**config.mk**
```make
export PLATFORM = sky130hd
export DESIGN_NAME = pipe4_core_param
export DESIGN_NICKNAME = d
export VERILOG_FILES = /design/src/rtl/pipe4_core_param.sv
export SDC_FILE = /design/constraint.sdc
export NUM_CORES = 1
export LEC_CHECK = 0
export CAP_MARGIN = 10
export CELL_PAD_IN_SITES_DETAIL_PLACEMENT = 0
export CELL_PAD_IN_SITES_GLOBAL_PLACEMENT = 1
export CORE_UTILIZATION = 49
export CTS_BUF_LIST = sky130_fd_sc_hd__clkbuf_16
export DETAILED_ROUTE_END_ITERATION = 10
export GPL_TIMING_DRIVEN = 0
export MAX_ROUTING_LAYER = met4
export PLACE_DENSITY = 0.72
export SLEW_MARGIN = 20
export SYNTH_ARGS = -nofsm -noshare
export SYNTH_HDL_FRONTEND = slang
export SYNTH_SLANG_ARGS = --single-unit
```
**constraint.sdc**
```tcl
create_clock -name clk -period 6.4 [get_ports clk]
set_input_delay 1.6 -clock clk [delete_from_list [all_inputs] [get_ports clk]]
set_output_delay 1.6 -clock clk [all_outputs]
set_load 0.01 [all_outputs]
```
**src/rtl/pipe4_core_param.sv**
```systemverilog
// Parametrised 4-stage (IF/ID/EX/WB) in-order core with run/halt control and a retire trace port.
// Optional EX->ID operand bypass is enabled by defining FORWARDING_EN; otherwise RAW hazards stall one cycle.
module pipe4_core_param #(
   parameter int DW     = 8,
   parameter int NREGS  = 16,
   parameter int IDEPTH = 16,
   localparam int RA    = $clog2(NREGS),
   localparam int PW    = $clog2(IDEPTH),
   localparam int IW    = 4 + 3*RA
) (
   input  logic          clk,
   input  logic          reset,
   input  logic          start,
   input  logic          imem_we,
   input  logic [PW-1:0] imem_waddr,
   input  logic [IW-1:0] imem_wdata,
   input  logic          dmem_we,
   input  logic [RA-1:0] dmem_waddr,
   input  logic [DW-1:0] dmem_wdata,
   input  logic [RA-1:0] dbg_raddr,
   output logic [DW-1:0] dbg_rdata,
   output logic [PW-1:0] pc,
   output logic          busy,
   output logic          halted,
   output logic          retire_valid,
   output logic [RA-1:0] retire_rd,
   output logic [DW-1:0] retire_data
);

   typedef enum logic [1:0] {IDLE, RUN, DRAIN, HALTED} state_t;

   localparam logic [3:0] OP_ADD  = 4'h1;
   localparam logic [3:0] OP_SUB  = 4'h2;
   localparam logic [3:0] OP_LOAD = 4'h3;
   localparam logic [3:0] OP_AND  = 4'h4;
   localparam logic [3:0] OP_OR   = 4'h5;
   localparam logic [3:0] OP_XOR  = 4'h6;
   localparam logic [3:0] OP_HALT = 4'hF;

   function automatic logic op_writes(input logic [3:0] op);
      return (op >= OP_ADD) && (op <= OP_XOR);
   endfunction

   function automatic logic op_reads(input logic [3:0] op);
      return op_writes(op) && (op != OP_LOAD);
   endfunction

   logic [IW-1:0] imem [IDEPTH];
   logic [DW-1:0] dmem [NREGS];
   logic [DW-1:0] regs [NREGS];

   state_t        state, state_next;
   logic [PW-1:0] pc_q;
   logic          launch, fetch_en, stall;

   logic [IW-1:0] if_id;
   logic          ex_wr;
   logic [3:0]    ex_op;
   logic [RA-1:0] ex_rd, ex_addr;
   logic [DW-1:0] ex_a, ex_b, ex_result;
   logic          wb_wr;
   logic [RA-1:0] wb_rd;
   logic [DW-1:0] wb_data;

   logic [IW-1:0] fetch;
   logic          fetch_halt;
   logic [3:0]    id_op;
   logic [RA-1:0] id_rd, id_rs1, id_rs2;
   logic [DW-1:0] id_a, id_b;

   assign fetch      = imem[pc_q];
   assign fetch_halt = fetch[IW-1 -: 4] == OP_HALT;
   assign id_op      = if_id[IW-1 -: 4];
   assign id_rd      = if_id[3*RA-1 -: RA];
   assign id_rs1     = if_id[2*RA-1 -: RA];
   assign id_rs2     = if_id[RA-1:0];

   always_ff @(posedge clk or posedge reset) begin
      if (reset) state <= IDLE;
      else       state <= state_next;
   end

   // DRAIN ends once nothing that writes is left in ID or EX; WB retires on the same edge.
   always_comb begin
      state_next = state;
      case (state)
         IDLE, HALTED: if (start) state_next = RUN;
         RUN:          if (fetch_halt) state_next = DRAIN;
         DRAIN:        if (!op_writes(id_op) && !ex_wr) state_next = HALTED;
         default:      state_next = IDLE;
      endcase
   end

   always_comb begin
      busy     = (state == RUN) || (state == DRAIN);
      halted   = (state == HALTED);
      launch   = ((state == IDLE) || (state == HALTED)) && start;
      fetch_en = (state == RUN) && !fetch_halt && !stall;
   end

`ifdef FORWARDING_EN
   assign stall = 1'b0;
`else
   assign stall = op_reads(id_op) && ex_wr && ((id_rs1 == ex_rd) || (id_rs2 == ex_rd));
`endif

   // Operand read: write-first against WB, and with bypass the newer EX result wins.
   always_comb begin
      id_a = regs[id_rs1];
      id_b = regs[id_rs2];
      if (wb_wr && (wb_rd == id_rs1)) id_a = wb_data;
      if (wb_wr && (wb_rd == id_rs2)) id_b = wb_data;
`ifdef FORWARDING_EN
      if (ex_wr && (ex_rd == id_rs1)) id_a = ex_result;
      if (ex_wr && (ex_rd == id_rs2)) id_b = ex_result;
`endif
   end

   always_comb begin
      ex_result = '0;
      case (ex_op)
         OP_ADD:  ex_result = ex_a + ex_b;
         OP_SUB:  ex_result = ex_a - ex_b;
         OP_LOAD: ex_result = dmem[ex_addr];
         OP_AND:  ex_result = ex_a & ex_b;
         OP_OR:   ex_result = ex_a | ex_b;
         OP_XOR:  ex_result = ex_a ^ ex_b;
         default: ex_result = '0;
      endcase
   end

   always_ff @(posedge clk or posedge reset) begin
      if (reset) begin
         pc_q    <= '0;
         if_id   <= '0;
         ex_wr   <= 1'b0;
         ex_op   <= '0;
         ex_rd   <= '0;
         ex_addr <= '0;
         ex_a    <= '0;
         ex_b    <= '0;
         wb_wr   <= 1'b0;
         wb_rd   <= '0;
         wb_data <= '0;
      end else begin
         if (launch)        pc_q <= '0;
         else if (fetch_en) pc_q <= pc_q + 1'b1;
         if (!stall) begin
            if_id   <= fetch_en ? fetch : '0;
            ex_wr   <= op_writes(id_op);
            ex_op   <= id_op;
            ex_rd   <= id_rd;
            ex_addr <= id_rs2;
            ex_a    <= id_a;
            ex_b    <= id_b;
         end else begin
            ex_wr   <= 1'b0;
            ex_op   <= '0;
         end
         wb_wr   <= ex_wr;
         wb_rd   <= ex_rd;
         wb_data <= ex_result;
      end
   end

   always_ff @(posedge clk or posedge reset) begin
      if (reset) begin
         for (int i = 0; i < NREGS; i++) regs[i] <= '0;
      end else if (wb_wr) begin
         regs[wb_rd] <= wb_data;
      end
   end

   // Host-loaded memories keep their contents across reset.
   always_ff @(posedge clk) begin
      if (imem_we && !busy) imem[imem_waddr] <= imem_wdata;
      if (dmem_we && !busy) dmem[dmem_waddr] <= dmem_wdata;
   end

   assign pc           = pc_q;
   assign dbg_rdata    = regs[dbg_raddr];
   assign retire_valid = wb_wr;
   assign retire_rd    = wb_wr ? wb_rd : '0;
   assign retire_data  = wb_wr ? wb_data : '0;

endmodule

```
* Word-level counts from Yosys, hierarchy flattened
Memories as Yosys holds them, arrays and structs flattened. Cells that the tools add are included.
Cells by class: bitwise gates (word level) 7, $add $sub $neg 3, equal/unequal tests 18, magnitude comparators 7, mux-type cells 30, reductions and logical operators 25
Operators by type and width (number):
- 128-bit bitwise mux | 1
- 8-bit binary-select mux with 4-bit select | 3
- 8-bit 2-to-1 mux | 10
- 8-bit one-hot mux with 6 select lines | 1
- 8-bit demux with 4-bit select | 1
- 5-bit greater-or-equal comparator, second input constant | 4
- 4-bit inverter with 5-bit output | 4
- 4-bit == test | 4
- 16-bit 2-to-1 mux | 1
- 4-bit 2-to-1 mux | 4
- 1-bit logical AND | 13
- 4-bit by 3-bit == test with 1-bit output, second input constant | 3
- 8-bit adder | 1
- 8-bit bitwise AND | 1
- 4-bit by 2-bit == test with 1-bit output, second input constant | 2
- 8-bit bitwise OR | 1
- 8-bit subtractor | 1
- 8-bit bitwise XOR | 1
- 2-bit 2-to-1 mux | 3
- 2-bit != test, second input constant | 3
- 2-bit one-hot mux with 3 select lines | 1
- 1-bit zero test | 5
- 5-bit by 1-bit < comparator with 1-bit output, second input constant | 1
- 1-bit 2-to-1 mux | 5
- 13 further kinds | 16
Storage, ports and cells: output and inout port bits 27, memories kept 2, register bits 192, bits in writable memories 384, word-level logic and storage cells 120, bits of input ports 41
Memory list:
- imem | words 16, bits a word 16, read ports 1, clocked after memory_dff 0, write ports 1, line 48 | logic [IW-1:0] imem [IDEPTH];
- dmem | words 16, bits a word 8, read ports 1, clocked after memory_dff 0, write ports 1, line 49 | logic [DW-1:0] dmem [NREGS];

* Logic depth before layout (Yosys ltp)
depth after elaboration 9, gate-level depth with buffers 12, depth with buffers taken out 11

* Worst setup path after synthesis
Ideal clock, no wire load.
path type in2out, start in dbg_raddr[0], end out dbg_rdata[0], arrival time 3.418 ns, setup slack 1.382 ns, stages on the path 4, required time 4.800 ns, path buffers 2, path through clkbuf_1 -> buf_1 -> mux4_2 -> mux4_2
On the way: cells in the longest elaborated chain, start to end 4
Ends and longest elaborated chain:
- start, declared | line 20 | input logic [RA-1:0] dbg_raddr,
- 4-bit inverter with 5-bit output (not written as such) | line 181 | assign dbg_rdata = regs[dbg_raddr];
- 8-bit binary-select mux with 4-bit select | line 181
- 8-bit 2-to-1 mux (not written as such) (2 in series) | line 181
- end, declared | line 21 | output logic [DW-1:0] dbg_rdata,
No other way between the ends. The select of a mux whose other input is x is not followed.

* Worst setup path in the final report
start in dbg_raddr[1], end out dbg_rdata[6]
The elaborated chain is that of the path after synthesis.

==> results.md <==
* Area fraction of the dominant cell type after synthesis at 43.99%
* Simple-Gate Fraction of Synth Area at 3.680%
* XOR/XNOR Fraction of Synth Area at 0.8688%
* Startpoint Class: input pin
* Clk_skew at 0.02058 ns
* TritonCTS clock tree: done
* Detailed placer's ending HPWL at 43240 microns
* Pre-antenna DRT Iters at 5
* Row cnt at 84
* Initial antenna violation count at 0
* Starting Density at 49.78%
* Largest net degree at the start of global routing at 34
* Reg-to-reg startpoint: ex_op[0]$_DFF_PP0_
* Run status: completed
* TNS Setup at 0 ns
* Ranking of synthesized cells by area: edfxtp_1 44%, mux4_2 18%, dfrtp_1 18%
* Fraction of layout cells with a size suffix above 1 at 31.48%
* Relative slew slack at 22.83%
* WP data arrival at 4.43 ns
* Vias in the first global route at 15130
* Max-slew violation count at 0
* Reg-to-reg slack, setup at 2.97 ns
* Initial DRC count at 1258
* Mean number of vias per cell at 6.113
* Post-Synthesis Cells at 1477
* Pleak at 10.85 nW
* Via count at 14440
* Async S/R FF share, synth at 33.33%
* Global Route Usage Sum at 25.04%
* Core Area at 52660 sq um
* Kind of critical path: in -> out
* Total Routed Length at 63370 microns
* Fmax at 165.9 MHz
* Post-CTS Setup Bufs at 0
* FF+latch count, synth at 576
* First-pass GRT wire length at 96260 microns
* Netlist Area Pre-Place at 26210 sq um
* Cell Area, Placed at 28100 sq um
* Average routed wire per standard cell at 26.83 microns
* Post-Syn Nets at 1547
* Hold WS at 0.4558 ns
* EDFF count, synth at 384
* GP Congestion at 0.8719
* Overflow after GRT at 0
* # setup viols final at 0
* PD cells at 417.1 nW/um^2
* Die height at 233.3 microns
* Synth Area in Compound Gates at 3.862%
* PostCTS Resize Cnt at 0
* Post-synthesis mux area share at 25.67%
* Worst setup path endpoint: dbg_rdata[6]
* Die Width at 233.3 microns
* Most used DFF post-synth: edfxtp_1
* Adder-cell share of the synthesized area at 1.413%
* # diodes at 0
* Final total power at 12.55 mW
* Warnings from Yosys at 0
* Max incr delay on CP at 0.73 ns
* Critical path's top delay family: buffers and inverters
* Design Area, Final at 30090 sq um
* Worst Hold Class: reg -> reg
* Sequential area share after synthesis at 62.32%
* Worst path depth at 5
* Max-cap violations at 0
* CP max FO at 10
* Top-Level Pins at 68
* # nets final at 1692
* Hold path startpoint: ex_wr$_DFF_PP0_
* Clock Tree Root: clkbuf_16
* R2r endpoint: wb_data[5]$_DFF_PP0_
* CTS clk-pin slew, worst paths at 0.06 ns
* Post-synth cell types at 52
* Layout area overhead at 14.78%
* Part of the cycle the worst path needs at 94.19%
* Final min period at 6.028 ns
* Max Buffers Root-to-Sink at 3
* Worst Tran Pin Value at 1.157 ns
* Fillers at 3984
* Critical path's slowest cell: clkbuf_1
* R2R depth at 11
* Die area at 54420 sq um
* Count leader, synth: edfxtp_1
* WP buf/inv at 3
* Port buffer count at 64
* Synth cell count leaders: 384 x edfxtp_1, 215 x mux4_2, 192 x dfrtp_1
* Main combinational cell family by area after synthesis: multiplexers
* RSZ-0062 raised after global routing: false
* Post-route ant nets at 0
* Util after Layout at 57.14%
* CTS buffer count at 61
* Worst skew pair latency at 0.62 ns
* Peak supply drop at 256.7 uV
* # hold bufs at CTS at 0
* # H-tree levels at 2
* CP cell instances: clkdlybuf4s50_1 -> clkbuf_1 -> mux4_2 -> mux4_2 -> clkdlybuf4s50_1
* CP required at 4.80 ns
* DRC at 0
* Worst hold stages at 0
* CP Launch Point: dbg_raddr[1]
* Yosys top cell by area: edfxtp_1
* Clk sinks at 576
* Syn avg cell area at 17.75 sq um
* CP Capture Type: primary output
* Final Hold Viols at 0
-- worst min path at each step --
stage                             endpoint  slack, ns
CTS                 retire_valid$_DFF_PP0_       0.46
floorplan           retire_valid$_DFF_PP0_       0.37
global placement    retire_valid$_DFF_PP0_       0.44
detailed placement  retire_valid$_DFF_PP0_       0.45
global route        retire_valid$_DFF_PP0_       0.46
finish              retire_valid$_DFF_PP0_       0.46
-- power breakdown --
| group | total, mW | switching, mW | internal, mW |
|---|---|---|---|
| logic | 4.27 | 2.22 | 2.04 |
| registers | 4.82 | 0.382 | 4.43 |
| clock network | 3.47 | 1.46 | 2.01 |
-- routing by layer --
| metal | up-vias | routed length [microns] | GRT usage (%) |
|---|---|---|---|
| li1 | 6228 | - | - |
| met1 | 7662 | 26540 | 33.32 |
| met2 | 425 | 32090 | 40.39 |
| met3 | 125 | 2975 | 3.296 |
| met4 | 0 | 1765 | 7.741 |
| met5 | - | 0 | - |
-- stage by stage --
| step | setup WS [ns] | cells |
|---|---|---|
| global placement | 0.2676 | 2229 |
| detailed placement | 0.3468 | 2246 |
| finish | 0.3716 | 2362 |
| global route | 0.2877 | 2362 |
| CTS | 0.3549 | 2361 |
| floorplan | 1.382 | 1477 |
-- layout make-up --
class	count	area, sq um	share of cell area (%)
inverters	29	112.6	0.3743
flip-flops and latches	576	16340	54.30
plain buffers	103	464.2	1.543
well taps	688	860.8	2.861
clock buffers	63	1577	5.240
multi-input cells	769	9457	31.43
clock inverters	52	390.4	1.298
repair buffers	82	889.6	2.957
-- flip-flops by register name, summed over array words and instances, names as in the netlist, 8 cells and up --
| signal | cells |
|---|---|
| dmem | 128 |
| ex_a | 8 |
| ex_b | 8 |
| if_id | 16 |
| imem | 256 |
| regs | 128 |
| wb_data | 8 |
-- kinds of logic (layout without fill, tap and decap cells) --
family                   Yosys count  after routing
buffers and inverters            132            329
adder cells (fa/ha/maj)           29             29
flip-flops                       576            576
AND/OR/NAND/NOR                  194            194
XOR/XNOR                          26             26
AO/OA/AOI/OAI                    140            140
multiplexers                     380            380
-- layout by cell type (no fill, tap or decap), types with 4 or more instances in the layout --
| master | n |
|---|---|
| edfxtp_1 | 384 |
| a21oi_1 | 36 |
| o221ai_1 | 4 |
| mux4_2 | 215 |
| buf_1 | 7 |
| o31ai_1 | 4 |
| nand2b_1 | 8 |
| nor3_2 | 9 |
| buf_2 | 32 |
| dfrtp_1 | 192 |
| clkinv_2 | 12 |
| nand2_1 | 51 |
| nor2_1 | 34 |
| clkbuf_16 | 63 |
| buf_12 | 6 |
| mux2i_1 | 25 |
| mux4_1 | 4 |
| a211oi_1 | 35 |
| ha_1 | 28 |
| buf_6 | 10 |
| nor2b_1 | 28 |
| clkbuf_1 | 61 |
| and2_1 | 15 |
| clkdlybuf4s50_1 | 64 |
| o21ai_0 | 23 |
| xnor2_1 | 18 |
| bufinv_16 | 6 |
| nand3_1 | 7 |
| inv_1 | 44 |
| xor2_1 | 8 |
| nor3_1 | 6 |
| nor2_4 | 13 |
| mux2_2 | 136 |
| a22o_1 | 17 |
| clkinv_1 | 13 |
| or3_1 | 4 |
| nand4_1 | 6 |
No activity file was read; power rests on OpenSTA's default activity.
==> RTL change: new RTL, config.mk and constraints unchanged <==
Take the reset off `wb_data` and load it in a clocked block of its own.
--- a/src/rtl/pipe4_core_param.sv
+++ b/src/rtl/pipe4_core_param.sv
@@ -141,7 +141,6 @@
          ex_b    <= '0;
          wb_wr   <= 1'b0;
          wb_rd   <= '0;
-         wb_data <= '0;
       end else begin
          if (launch)        pc_q <= '0;
          else if (fetch_en) pc_q <= pc_q + 1'b1;
@@ -159,8 +158,11 @@
          end
          wb_wr   <= ex_wr;
          wb_rd   <= ex_rd;
-         wb_data <= ex_result;
       end
+   end
+
+   always_ff @(posedge clk) begin
+      wb_data <= ex_result;
    end
 
    always_ff @(posedge clk or posedge reset) begin
Formal check against the unedited RTL: no difference found for any inputs over 4 cycles, from zero or initial values and one cycle with reset high; that may be too few to reach the edited logic, so the function may still have changed.
==> RTL change against the unedited design <==
  * Clock skew decreased by 0.0040 ns
  * Cell area increased by 0.33%
  * Setup slack got worse by 0.032 ns
  * Sequential cell count unchanged
  * Total power increased by 1.2%
  * Via count decreased by 0.32%
  * Area after synthesis decreased by 0.13%
  * Largest cell class unchanged
  * Routed wire length decreased by 0.49%
==> RTL change: results (changes against the unedited design) <==
- Post-synth ARST share: 0.3194 (-0.01389)
- Top post-synthesis cells by area: edfxtp_1 (44%), mux4_2 (18%), dfrtp_1 (18%)
- WP data arrival: 4.46 ns (+0.03 ns)
- Ant diodes: 0 (unchanged)
- Syn nets: 1548 (+0.065%)
- Synth Flop Type: edfxtp_1
- Cts bufs inserted: 61 (unchanged)
- Post-DP HPWL: 43.73 mm (+1.1%)
- Vias/cell: 6.076 (-0.61%)
- Top post-synthesis cells by count: edfxtp_1 (384), mux4_2 (215), dfrtp_1 (184)
- GRT Resource Usage Total: 0.2505 (about the same)
- Clk buf depth: 3 (unchanged)
- Status: finished, final reports clean
- # resized after CTS: 0 (unchanged)
- Fillers: 3992 (+0.20%)
- Pin count of the biggest net entering global routing: 33 (-2.9%)
- Hold Crit Class: reg2reg
- Post-synthesis sequential area ratio: 0.6225 (-0.0006955)
- Clock skew: 0.01659 ns (-0.003987 ns)
- 1st-iter DRT viols: 1196 (-4.9%)
- DP Worst Slack: 0.3247 ns (-0.02209 ns)
- Share of layout cells above drive strength 1: 0.3212 (+0.006423)
- Number of hold buffers added after CTS: 0 (unchanged)
- Number of synthesized flops with an enable pin: 384 (unchanged)
- Drt first pass iters: 4 (-1)
- Max incr delay on CP: 0.79 ns (+0.06 ns)
- Slowest-stage cell, CP: clkbuf_1
- H-tree Lvls: 2 (unchanged)
- Cell Area, Placed: 28110 µm² (about the same)
- Clock transition at path regs: 0.06 ns (about the same)
- First-pass GRT wire length: 95.72 mm (-0.56%)
- Largest registers: imem x256, dmem x128, regs x128
- Lkg Pwr: 0.01080 µW (-0.45%)
- Post-synth cell types: 57 (+9.6%)
- Routed len/inst: 26.62 µm (-0.78%)
- Antenna violations before repair: 0 (unchanged)
- Number of buffers added on ports: 64 (unchanged)
- Vias in the first global route: 15077 (-0.32%)
- Post-CTS setup buffers: 0 (unchanged)
- Crit-path max FO: 10 (unchanged)
- Ys Warns: 0 (unchanged)
- Slew @ Worst Pin: 1.152 ns (-0.005480 ns)
- Root Buffer: clkbuf_16
- Skew-Pair Late Insertion Delay: 0.64 ns (+0.02 ns)
- Final nets: 1699 (+0.41%)
- Gp weighted congestion: 0.8834 (+1.3%)
- Worst VDD drop: 0.0002729 V (+6.3%)
[RTL change: cell types whose count changed after synthesis, sizes merged, moves of 2 or more]
| cell | change |
|---|---|
| dfxtp | +8 |
| nand2 | -9 |
| clkbuf | +7 |
| buf | -4 |
| nand3 | -4 |
| nand2b | +12 |
| nor2 | +2 |
| a21oi | -3 |
| inv | +2 |
| dfrtp | -8 |
[RTL change: routing by layer]
layer,global-route usage,vias to the layer above,routed length [µm]
met1,0.3350,7640,26960
met5,-,-,0
met4,0.08415,0,1942
met3,0.03467,129,2864
met2,0.3980,390,31300
li1,-,6235,-
[RTL change: final timing paths]
path	start	end	slack, ns	cells past startpoint
worst max-delay path	dbg_raddr[1]	dbg_rdata[3]	0.34	5
worst min-delay path	ex_wr$_DFF_PP0_	retire_valid$_DFF_PP0_	0.42	0
worst max register to register	ex_op[0]$_DFF_PP0_	wb_data[7]$_SDFF_PN0_	2.95	12
worst min register to register	ex_wr$_DFF_PP0_	retire_valid$_DFF_PP0_	0.42	0
max in group asynchronous	reset	if_id[13]$_DFFE_PP0N_	3.81	6
min in group asynchronous	reset	regs[56]$_DFFE_PP0P_	1.36	2
[RTL change: stage by stage]
step / power (µW) / cells
after floorplan: 7819 / 1478
after global placement: 9080 / 2230
after detailed placement: 9195 / 2254
after CTS: 12820 / 2369
after global routing: 13310 / 2369
final: 12700 / 2369
[RTL change: logic make-up after synthesis]
logic type,synth area share
AO/OA/AOI/OAI,0.03848
XOR/XNOR,0.008699
adder cells (fa/ha/maj),0.01415
buffers and inverters,0.02242
flip-flops,0.6225
multiplexers,0.2571
AND/OR/NAND/NOR,0.03666
[RTL change: cell type report]
| cell class | instances | area [µm²] | area share |
|---|---|---|---|
| clock inverter | 53 | 516.7 | 0.01712 |
| inverter | 31 | 120.1 | 0.003979 |
| sequential | 576 | 16300 | 0.5399 |
| clock buffer | 62 | 1551 | 0.05140 |
| buffer | 106 | 473.0 | 0.01567 |
| multi-input combinational | 765 | 9429 | 0.3124 |
| timing repair buffer | 88 | 938.4 | 0.03109 |
| tap | 688 | 860.8 | 0.02852 |
[RTL change: worst max-delay path, delay by kind of cell]
family | cells | cell delay [ns]
mux | 2 | 0.95
buf+inv | 3 | 1.90
[RTL change: power breakdown]
| part | leakage (µW) | switching, µW | internal [µW] |
|---|---|---|---|
| Clock | 0.00103 | 1490 | 2120 |
| Sequential | 0.00602 | 365 | 4440 |
| Combinational | 0.00376 | 2230 | 2050 |
